File: src/rtl/trace_pkg.sv
// Shared encodings for the position trace buffer: capture modes and FSM states.
package trace_pkg;

  typedef enum logic [1:0] {
    MODE_SAMPLE_ALL = 2'b00,
    MODE_ON_CHANGE  = 2'b01,
    MODE_STOP_FULL  = 2'b10,
    MODE_RESERVED   = 2'b11
  } mode_e;

  typedef enum logic [1:0] {
    IDLE      = 2'b00,
    WAIT_TRIG = 2'b01,
    CAPTURE   = 2'b10,
    DONE      = 2'b11
  } state_e;

  // Every mode except STOP_FULL replaces the oldest entry once the ring is full
  function automatic logic is_wrap_mode(input logic [1:0] m);
    return (m != MODE_STOP_FULL);
  endfunction

endpackage

File: src/rtl/trace_ring_mem.sv
// Circular entry store for the trace buffer: write port, registered read port,
// read/write pointers and occupancy count, with optional overwrite of the oldest entry.
module trace_ring_mem #(
  parameter int DEPTH  = 16,
  parameter int DATA_W = 32
) (
  input  logic                     clk,
  input  logic                     reset,
  input  logic                     clr,
  input  logic                     wr_en,
  input  logic                     overwrite_ok,
  input  logic [DATA_W-1:0]        wr_data,
  input  logic                     rd_en,
  output logic [DATA_W-1:0]        rd_data,
  output logic                     rd_valid,
  output logic [$clog2(DEPTH):0]   count,
  output logic                     full,
  output logic                     empty,
  output logic                     wr_accept,
  output logic                     overwrote,
  output logic                     fill_event
);

  localparam int PTR_W = $clog2(DEPTH);
  localparam int CNT_W = PTR_W + 1;

  logic [DATA_W-1:0] mem_q [DEPTH];
  logic [DATA_W-1:0] mem_d [DEPTH];
  logic [PTR_W-1:0]  wr_ptr_q, wr_ptr_d;
  logic [PTR_W-1:0]  rd_ptr_q, rd_ptr_d;
  logic [CNT_W-1:0]  count_q, count_d;
  logic [DATA_W-1:0] rd_data_q, rd_data_d;
  logic              rd_valid_q, rd_valid_d;
  logic              rd_fire;

  assign full  = (count_q == CNT_W'(DEPTH));
  assign empty = (count_q == '0);

  // Decide which operations actually happen this cycle; a clear suppresses both ports
  always_comb begin
    rd_fire    = rd_en & ~empty & ~clr;
    wr_accept  = wr_en & ~clr & (~full | rd_fire | overwrite_ok);
    overwrote  = wr_accept & full & ~rd_fire;
    fill_event = wr_accept & (count_d == CNT_W'(DEPTH));
  end

  // Next-state for storage, pointers, count and the registered read port
  always_comb begin
    mem_d      = mem_q;
    wr_ptr_d   = wr_ptr_q;
    rd_ptr_d   = rd_ptr_q;
    count_d    = count_q;
    rd_data_d  = rd_data_q;
    rd_valid_d = 1'b0;
    if (clr) begin
      wr_ptr_d = '0;
      rd_ptr_d = '0;
      count_d  = '0;
    end else begin
      if (rd_fire) begin
        rd_data_d  = mem_q[rd_ptr_q];
        rd_valid_d = 1'b1;
      end
      if (wr_accept) begin
        mem_d[wr_ptr_q] = wr_data;
        wr_ptr_d        = wr_ptr_q + 1'b1;
      end
      if (rd_fire | overwrote) begin
        rd_ptr_d = rd_ptr_q + 1'b1;
      end
      case ({wr_accept & ~overwrote, rd_fire})
        2'b10:   count_d = count_q + 1'b1;
        2'b01:   count_d = count_q - 1'b1;
        default: count_d = count_q;
      endcase
    end
  end

  // Register storage and control state; everything clears on reset
  always_ff @(posedge clk or negedge reset) begin
    if (!reset) begin
      for (int i = 0; i < DEPTH; i++) begin
        mem_q[i] <= '0;
      end
      wr_ptr_q   <= '0;
      rd_ptr_q   <= '0;
      count_q    <= '0;
      rd_data_q  <= '0;
      rd_valid_q <= 1'b0;
    end else begin
      mem_q      <= mem_d;
      wr_ptr_q   <= wr_ptr_d;
      rd_ptr_q   <= rd_ptr_d;
      count_q    <= count_d;
      rd_data_q  <= rd_data_d;
      rd_valid_q <= rd_valid_d;
    end
  end

  assign rd_data  = rd_data_q;
  assign rd_valid = rd_valid_q;
  assign count    = count_q;

endmodule

File: src/rtl/pos_trace_buffer.sv
// Game-state trace capture: samples NUM_CH channels on sample_en, tags each with a
// free-running timestamp and stores it in a ring drained through a read port.
// Define TRACE_TRIGGER_EN to add a ch0 value/mask trigger that gates the start of capture.
module pos_trace_buffer
  import trace_pkg::*;
#(
  parameter int NUM_CH = 2,
  parameter int CH_W   = 8,
  parameter int DEPTH  = 16,
  parameter int TS_W   = 16
) (
  input  logic                          clk,
  input  logic                          reset,
  input  logic [NUM_CH*CH_W-1:0]        ch_data,
  input  logic                          sample_en,
  input  logic                          arm,
  input  logic [1:0]                    mode,
  input  logic                          rd_en,
`ifdef TRACE_TRIGGER_EN
  input  logic [CH_W-1:0]               trig_value,
  input  logic [CH_W-1:0]               trig_mask,
`endif
  output logic [NUM_CH*CH_W+TS_W-1:0]   rd_data,
  output logic                          rd_valid,
  output logic [$clog2(DEPTH):0]        count,
  output logic                          empty,
  output logic                          full,
  output logic                          overflow,
  output logic                          capturing
);

  localparam int CH_TOT = NUM_CH * CH_W;
  localparam int DATA_W = CH_TOT + TS_W;

  state_e            state_q, state_d;
  logic [TS_W-1:0]   ts_q, ts_d;
  logic              first_q, first_d;
  logic [CH_TOT-1:0] last_q, last_d;
  logic              overflow_q, overflow_d;

  logic              stop_full;
  logic              on_change;
  logic              capture_window;
  logic              qualify;
  logic              trig_hit;
  logic              wr_accept;
  logic              overwrote;
  logic              fill_event;

  // Decode mode and build the write qualifier; arm always wins over a same-cycle sample
  always_comb begin
    stop_full = (mode == MODE_STOP_FULL);
    on_change = (mode == MODE_ON_CHANGE);
`ifdef TRACE_TRIGGER_EN
    trig_hit  = sample_en & ((ch_data[CH_W-1:0] & trig_mask) == (trig_value & trig_mask));
    capture_window = (state_q == CAPTURE) | ((state_q == WAIT_TRIG) & trig_hit);
`else
    trig_hit  = 1'b0;
    capture_window = (state_q == CAPTURE);
`endif
    qualify = capture_window & sample_en & ~arm &
              (~on_change | first_q | (ch_data != last_q));
  end

  trace_ring_mem #(
    .DEPTH  (DEPTH),
    .DATA_W (DATA_W)
  ) u_ring (
    .clk          (clk),
    .reset        (reset),
    .clr          (arm),
    .wr_en        (qualify),
    .overwrite_ok (is_wrap_mode(mode)),
    .wr_data      ({ts_q, ch_data}),
    .rd_en        (rd_en),
    .rd_data      (rd_data),
    .rd_valid     (rd_valid),
    .count        (count),
    .full         (full),
    .empty        (empty),
    .wr_accept    (wr_accept),
    .overwrote    (overwrote),
    .fill_event   (fill_event)
  );

  // FSM state register
  always_ff @(posedge clk or negedge reset) begin
    if (!reset) begin
      state_q <= IDLE;
    end else begin
      state_q <= state_d;
    end
  end

  // FSM next state: arm restarts from any state, STOP_FULL ends capture on the filling write
  always_comb begin
    state_d = state_q;
    if (arm) begin
`ifdef TRACE_TRIGGER_EN
      state_d = WAIT_TRIG;
`else
      state_d = CAPTURE;
`endif
    end else begin
      case (state_q)
        WAIT_TRIG: begin
          if (trig_hit) begin
            state_d = (stop_full & fill_event) ? DONE : CAPTURE;
          end
        end
        CAPTURE: begin
          if (stop_full & fill_event) begin
            state_d = DONE;
          end
        end
        default: state_d = state_q;
      endcase
    end
  end

  // FSM outputs
  always_comb begin
    capturing = (state_q == CAPTURE);
  end

  // Timestamp, change-detect history and sticky overflow next-state
  always_comb begin
    ts_d       = ts_q + 1'b1;
    first_d    = first_q;
    last_d     = last_q;
    overflow_d = overflow_q;
    if (arm) begin
      first_d    = 1'b1;
      overflow_d = 1'b0;
    end else if (wr_accept) begin
      first_d = 1'b0;
      last_d  = ch_data;
      if (overwrote) begin
        overflow_d = 1'b1;
      end
    end
  end

  // Register timestamp and capture bookkeeping
  always_ff @(posedge clk or negedge reset) begin
    if (!reset) begin
      ts_q       <= '0;
      first_q    <= 1'b0;
      last_q     <= '0;
      overflow_q <= 1'b0;
    end else begin
      ts_q       <= ts_d;
      first_q    <= first_d;
      last_q     <= last_d;
      overflow_q <= overflow_d;
    end
  end

  assign overflow = overflow_q;

endmodule

File: config.mk
export PLATFORM = sky130hd
export DESIGN_NAME = pos_trace_buffer
export DESIGN_NICKNAME = d
export VERILOG_FILES = /design/src/rtl/trace_pkg.sv /design/src/rtl/trace_ring_mem.sv /design/src/rtl/pos_trace_buffer.sv
export SDC_FILE = /design/constraint.sdc
export NUM_CORES = 1
export LEC_CHECK = 0
export ABC_AREA = 1
export BUFFER_PORTS_ARGS = -buffer_cell sky130_fd_sc_hd__buf_2
export CORE_ASPECT_RATIO = 0.7
export CORE_MARGIN = 3
export CORE_UTILIZATION = 60
export DETAILED_ROUTE_END_ITERATION = 7
export GPL_TIMING_DRIVEN = 0
export PLACE_DENSITY_LB_ADDON = 0.08
export REMOVE_ABC_BUFFERS = 1
export SLEW_MARGIN = 20
export SYNTH_ARGS = -nofsm -noshare
export SYNTH_HDL_FRONTEND = slang
export SYNTH_HIERARCHICAL = 1
export SYNTH_SLANG_ARGS = --single-unit
File: constraint.sdc
create_clock -name clk -period 7 [get_ports clk]
set_clock_uncertainty 0.1 [all_clocks]
set_input_delay 1.05 -clock clk [delete_from_list [all_inputs] [get_ports clk]]
set_output_delay 1.05 -clock clk [all_outputs]
set_load 0.02 [all_outputs]
# After elaboration in Yosys (flattened, before gate mapping)
# Index checks and enable logic that the tools add are counted.
dict set report totals {
  wordCells 101
  input_bits 23
  out_inout_bits 42
  register_bits 594
}
dict set report classes {
  magnitude_cmp 3
  n_bitwise 25
  addsub 5
  muxes 22
  n_reduce_logical 11
  eq_ne 9
}
# operator count
set op_table {}
lappend op_table {{$bwmux 512} 1}
lappend op_table {{$bmux 32 s4} 1}
lappend op_table {{$demux 32 s4} 1}
lappend op_table {{$mux 32} 3}
lappend op_table {{$add 16x1->16 const B} 1}
lappend op_table {{$mux 4} 4}
lappend op_table {{$ne 16x16->1} 1}
lappend op_table {{$and 1x1->1} 12}
lappend op_table {{$eq 5x5->1 const B} 2}
lappend op_table {{$ge 5x5->1 const B} 2}
lappend op_table {{$not 4->5} 2}
lappend op_table {{$pmux 5 s2} 1}
lappend op_table {{$reduce_bool 2->1} 5}
lappend op_table {{$add 4x1->4 const B} 2}
lappend op_table {{$reduce_and 2->1} 4}
lappend op_table {{$mux 1} 7}
lappend op_table {{$eq 2x2->1 const B} 3}
lappend op_table {{$mux 2} 3}
lappend op_table {{$not 1->1} 6}
lappend op_table {{$add 5x1->5 const B} 1}
lappend op_table {{$logic_not 5->1} 1}
lappend op_table {{$lt 5x1->1 const B} 1}
lappend op_table {{$mux 5} 1}
lappend op_table {{$or 1x1->1} 5}
lappend op_table {{4 further kinds} 5}

# Depth between registers and ports, before layout
dict set report depth {
  ltp_word 20
  ltp_mapped 24
  mapped_depth_nobuf 24
}

# Hierarchy
# The synthesis kept the hierarchy.
# module area_each_um2 cells_each n_inst
set by_module_without_submodules {}
lappend by_module_without_submodules {trace_ring_mem 24881.4 2857 1}
lappend by_module_without_submodules {pos_trace_buffer 1796.7 203 1}

# Worst setup path after synthesis
# OpenSTA, ideal clock, no wires.
dict set report synth_path {
  kind {input-to-reg}
  from {input ch_data[13]}
  to {register state_q[0]}
  arrival_ns 3.244
  setup_ns 0.077
  path_slack_ns 3.579
  cell_stages 22
  n_path_buf 0
  path_cell_list {inv_1 -> or2_2 -> nand3_1 -> nor2_1 -> nand3_1 -> nand2_1 -> inv_1 -> inv_1 -> nand3_1 -> inv_1 -> ha_1 -> inv_1 -> o21ai_0 -> a21o_1 -> nand2_1 -> nand3_1 -> nand2_1 -> nor2_1 -> nand2_1 -> nor2_1 -> nand4_1 -> a21oi_1}
}
dict set report synth_between {
  elab_chain_len 17
  elab_cells_between_ends 18
}
# element line_no
set synth_lines {}
lappend synth_lines {{from (decl)} pos_trace_buffer.sv:14} ;# input logic [NUM_CH*CH_W-1:0] ch_data,
lappend synth_lines {{$ne 16x16->1 (*)} pos_trace_buffer.sv:62} ;# (~on_change | first_q | (ch_data != last_q));
lappend synth_lines {{$or 1x1->1 (*)} pos_trace_buffer.sv:62}
lappend synth_lines {{$and 1x1->1 (*)} pos_trace_buffer.sv:61} ;# qualify = capture_window & sample_en & ~arm &
lappend synth_lines {{named net qualify} pos_trace_buffer.sv:44} ;# logic qualify;
lappend synth_lines {{$and 1x1->1 (*) (2 in series)} trace_ring_mem.sv:42} ;# wr_accept = wr_en & ~clr & (~full | rd_fire | overwrite_ok);
lappend synth_lines {{$and 1x1->1 (2 in series)} trace_ring_mem.sv:43} ;# overwrote = wr_accept & full & ~rd_fire;
lappend synth_lines {{$not 1->1} trace_ring_mem.sv:71} ;# case ({wr_accept & ~overwrote, rd_fire})
lappend synth_lines {{$and 1x1->1 (*)} trace_ring_mem.sv:71}
lappend synth_lines {{(+2 left out)} -}
lappend synth_lines {{$mux 5 (*)} trace_ring_mem.sv:55} ;# if (clr) begin
lappend synth_lines {{named net u_ring.count_d[4]} trace_ring_mem.sv:31} ;# logic [CNT_W-1:0] count_q, count_d;
lappend synth_lines {{$eq 5x5->1 (*)} trace_ring_mem.sv:44} ;# fill_event = wr_accept & (count_d == CNT_W'(DEPTH));
lappend synth_lines {{$and 1x1->1 (*)} trace_ring_mem.sv:44}
lappend synth_lines {{named net fill_event} pos_trace_buffer.sv:48} ;# logic fill_event;
lappend synth_lines {{$and 1x1->1 (*)} pos_trace_buffer.sv:112} ;# if (stop_full & fill_event) begin
lappend synth_lines {{$reduce_bool 2->1 (no source line) (*)} -}
lappend synth_lines {{$reduce_and 2->1 (no source line) (*)} -}
lappend synth_lines {{to (signal assigned)} pos_trace_buffer.sv:91} ;# state_q <= state_d;
lappend synth_lines {{to (decl)} pos_trace_buffer.sv:35} ;# state_e state_q, state_d;
# Mark *: on every way through the listed nets, which the timed path passes. The rest lies on a longest branch.
# A chain may end at the register's enable or synchronous reset.

# Worst setup path in the final report
dict set report layout_path {
  from {input ch_data[0]}
  to {register u_ring/mem_q[202] (netlist bit)}
}
dict set report layout_between {
  elab_chain_len 6
}
# element line_no
set layout_lines {}
lappend layout_lines {{$ne 16x16->1} pos_trace_buffer.sv:62}
lappend layout_lines {{$or 1x1->1} pos_trace_buffer.sv:62}
lappend layout_lines {{$and 1x1->1} pos_trace_buffer.sv:61}
lappend layout_lines {{named net qualify} pos_trace_buffer.sv:44}
lappend layout_lines {{$and 1x1->1 (2 in series)} trace_ring_mem.sv:42}
lappend layout_lines {{named net wr_accept} pos_trace_buffer.sv:46} ;# logic wr_accept;
lappend layout_lines {{$reduce_and 2->1 (no source line)} -}
lappend layout_lines {{to (signal assigned)} trace_ring_mem.sv:91} ;# mem_q <= mem_d;
lappend layout_lines {{to (decl)} trace_ring_mem.sv:27} ;# logic [DATA_W-1:0] mem_q [DEPTH];
# The timed path passes the listed nets, and every way through them passes these cells.

==> results_dict.tcl <==
set metrics [dict create \
    synth_edf_count 0 \
    wl_met2_um 33350 \
    max_freq_ghz 0.2611 \
    synth_warnings 6 \
    yosysTopAreaCell "dfrtp_1" \
    detail-route-antenna-nets 0 \
    cts-hold-fix-buffers 0 \
    wirelength_um 71820 \
    timing.final.crit_share_pct 54.70 \
    worst_slew_pin_slew_ns 0.8165 \
    power_mw 8.381 \
    grt_overflow 0 \
    reg2reg_from "last_q[0]" \
    cts_tree "yes" \
    grt_usage_pct 31.16 \
    crit_top_cell "nand2_1" \
    vias_per_cell 6.076 \
    leakage_nw 12.94 \
    critPathLaunchType "input pin" \
    vias 21874 \
    cp.required_ns 7.34 \
    yosys-top-cells-count "nand2_1, dfrtp_1, o21ai_1" \
    power_density_nw_per_um2 284.7 \
    post-synth-top-count-cell "nand2_1" \
    synth_top_area_share_pct 55.72 \
    core_um2 43120 \
    arrival_ns 4.17 \
    critPathCaptureType "register" \
    drive_gt1_share_pct 7.996 \
    grt_max_degree 146 \
    cp_slowest_stage_delay_ns 0.69 \
    drv_slew 0 \
    hold_slack_ns 0.3296 \
    rows 63 \
    wl_met3_um 5452 \
    drtIter0Drc 2492 \
    slew_headroom_pct 45.57 \
    drv_cap 0 \
    r2r_end "u_ring/mem_q[202]" \
    wl_per_cell_um 19.95 \
    path_depth 20 \
    crit_type "input pin to register" \
    routed.top_layer "met4" \
    slowest_stage "nand4_4" \
    synth.distinct_cells 42 \
    ys.flop_type "dfrtp_1" \
    htree_levels 2 \
    synth-seq-cells 594 \
    fin_crit_ns 3.829 \
    regToRegSetupSlack_ns 3.38 \
    critPathTopFamily "simple AND/OR/NAND/NOR gates" \
    cts-root-buf "clkbuf_16" \
    combPwrFrac_pct 16.8 \
    cts_resized 0 \
    drcViolationCount 0 \
    initial_core_util_pct 61.87 \
    cts_made_buffers 55 \
    avgSynthCellArea_um2 8.718 \
    cts_setup_buffers 0 \
    seq_power_share_pct 47.7 \
    grt_pass1_wl_um 117200 \
    async_flop_share_pct 100.0 \
    outcome "finished, final reports clean" \
    pin_count 65 \
    drtPass1Iterations 5 \
    p_clk_share_pct 35.4 \
    met1_length_um 30160 \
    cts.sinks 594 \
    io_buffers 64 \
    ys_seq_area_share_pct 55.72 \
    netSwitchingFraction_pct 28.52 \
    antenna_found_initial 1 \
    place_inst 3501 \
    die_h_um 182.4 \
    final_cells 3600 \
    intPower_mw 5.990 \
    place_congestion 0.8211 \
    p_sw_mw 2.391 \
    areaGrowthSynthToFinish_pct 10.34 \
    design.die.area_um2 47070 \
    setup_violations 0 \
    hold_path_class "input pin to async pin" \
    synthCells 3060 \
    clk_latency_ns 0.59 \
    ir_drop_mv 0.1819 \
    finalHoldViolations 0 \
    path_buf_inv 7 \
    nNetsFinal 3006 \
    crit_fanout 33 \
    synth_area_um2 26680 \
    synth.area.top_cells "dfrtp_1, nand2_1, o21ai_1, o21ai_0, nor2_1" \
    r2r_cells 19 \
    rsz0062_at_grt "false" \
    dp_hpwl_um 40490 \
    fp.dieW_um 258.0 \
    crit_chain "buf_2 > inv_1 > nand2_1 > nand2_1 > nor2_1 > nand2_1 > nor2_1 > nand3_1 > nand2_1 > inv_1 > inv_1 > nor2_2 > inv_2 > nor2_4 > nor2_4 > inv_4 > nand4_4 > buf_12 > nand2_1 > o21ai_1" \
    grt_pass1_vias 21406 \
    clkTransAtPathRegs_ns 0.07 \
    clock_path_buffers 3 \
]
-- metrics by stage --
stage | worst slack, ns | instance area, um2 | utilization, % | setup TNS (ns)
after floorplan | -1.287 | 25520 | - | -42.09
after global placement | -9.724 | 26580 | 61.64 | -4497.94
after detailed placement | 2.654 | 27650 | 64.12 | 0
after CTS | 3.242 | 29430 | 68.26 | 0
after global routing | 2.943 | 29430 | 68.26 | 0
final | 3.171 | 29440 | 68.27 | 0
-- worst max path at each step --
stage | to | slack (ns) | start
final | u_ring/mem_q[202] | 3.17 | ch_data[0]
after global routing | u_ring/mem_q[0] | 2.94 | ch_data[0]
after CTS | u_ring/mem_q[202] | 3.24 | ch_data[0]
after detailed placement | u_ring/mem_q[195] | 2.65 | ch_data[0]
after global placement | u_ring/rd_data[26] | -9.72 | u_ring/rd_ptr_q[0]
after floorplan | u_ring/rd_data[12] | -1.29 | u_ring/rd_ptr_q[0]
-- flip-flops by register name, summed over array words and instances (netlist names) --
signal           cells
u_ring/rd_valid      1
u_ring/rd_ptr_q      4
first_q              1
state_q              2
u_ring/wr_ptr_q      4
u_ring/count         5
u_ring/mem_q       512
overflow             1
u_ring/rd_data      32
ts_q                16
last_q              16
-- placed cells by master, fill, tap and decap left out, types with 16 or more instances in the layout --
| cell | instances |
|---|---|
| a31oi_1 | 31 |
| buf_12 | 16 |
| buf_16 | 25 |
| buf_2 | 63 |
| clkbuf_1 | 16 |
| clkbuf_16 | 57 |
| dfrtp_1 | 590 |
| inv_1 | 86 |
| nand2_1 | 604 |
| nand3_1 | 86 |
| nand4_4 | 17 |
| nor2_1 | 396 |
| o211ai_1 | 93 |
| o21ai_0 | 339 |
| o21ai_1 | 448 |
| o221ai_1 | 31 |
-- cells by family (layout without fill, tap and decap cells) --
kind of cell / after synthesis / after routing / synth area share (%)
compound gates: 957 / 957 / 19.44
xor+xnor: 22 / 22 / 0.7504
fa+ha+maj: 10 / 10 / 0.4971
buf+inv: 345 / 299 / 5.684
flops: 594 / 594 / 55.72
mux: 7 / 7 / 0.2908
other cells: 0 / 1 / 0
simple gates: 1125 / 1125 / 17.62
-- metal layers --
layer / GRT usage [%] / up-vias
li1: - / 10123
met1: 42.86 / 10665
met2: 50.13 / 872
met3: 4.994 / 214
met4: 12.50 / 0
met5: 0 / -
-- power groups by stage --
stage | registers, mW | clock network, mW | logic [mW]
after floorplan | 4.15 | 0 | 0.811
after global placement | 4.10 | 0 | 1.34
after detailed placement | 4.06 | 0 | 1.41
after CTS | 4.00 | 3.02 | 1.41
after global routing | 4.04 | 3.18 | 1.59
final | 4.00 | 2.97 | 1.41
-- layout make-up --
class                   count  area (um2)
flip-flops and latches    594       14880
fillers                  3394       13680
multi-input cells        2121       10310
clock buffers              87        1679
repair buffers            105        1339
well taps                 585       732.0
inverters                  96       384.1
clock inverters            11       107.6
diodes                      1       2.502
Note: power is estimated with default switching activity, not from simulation.
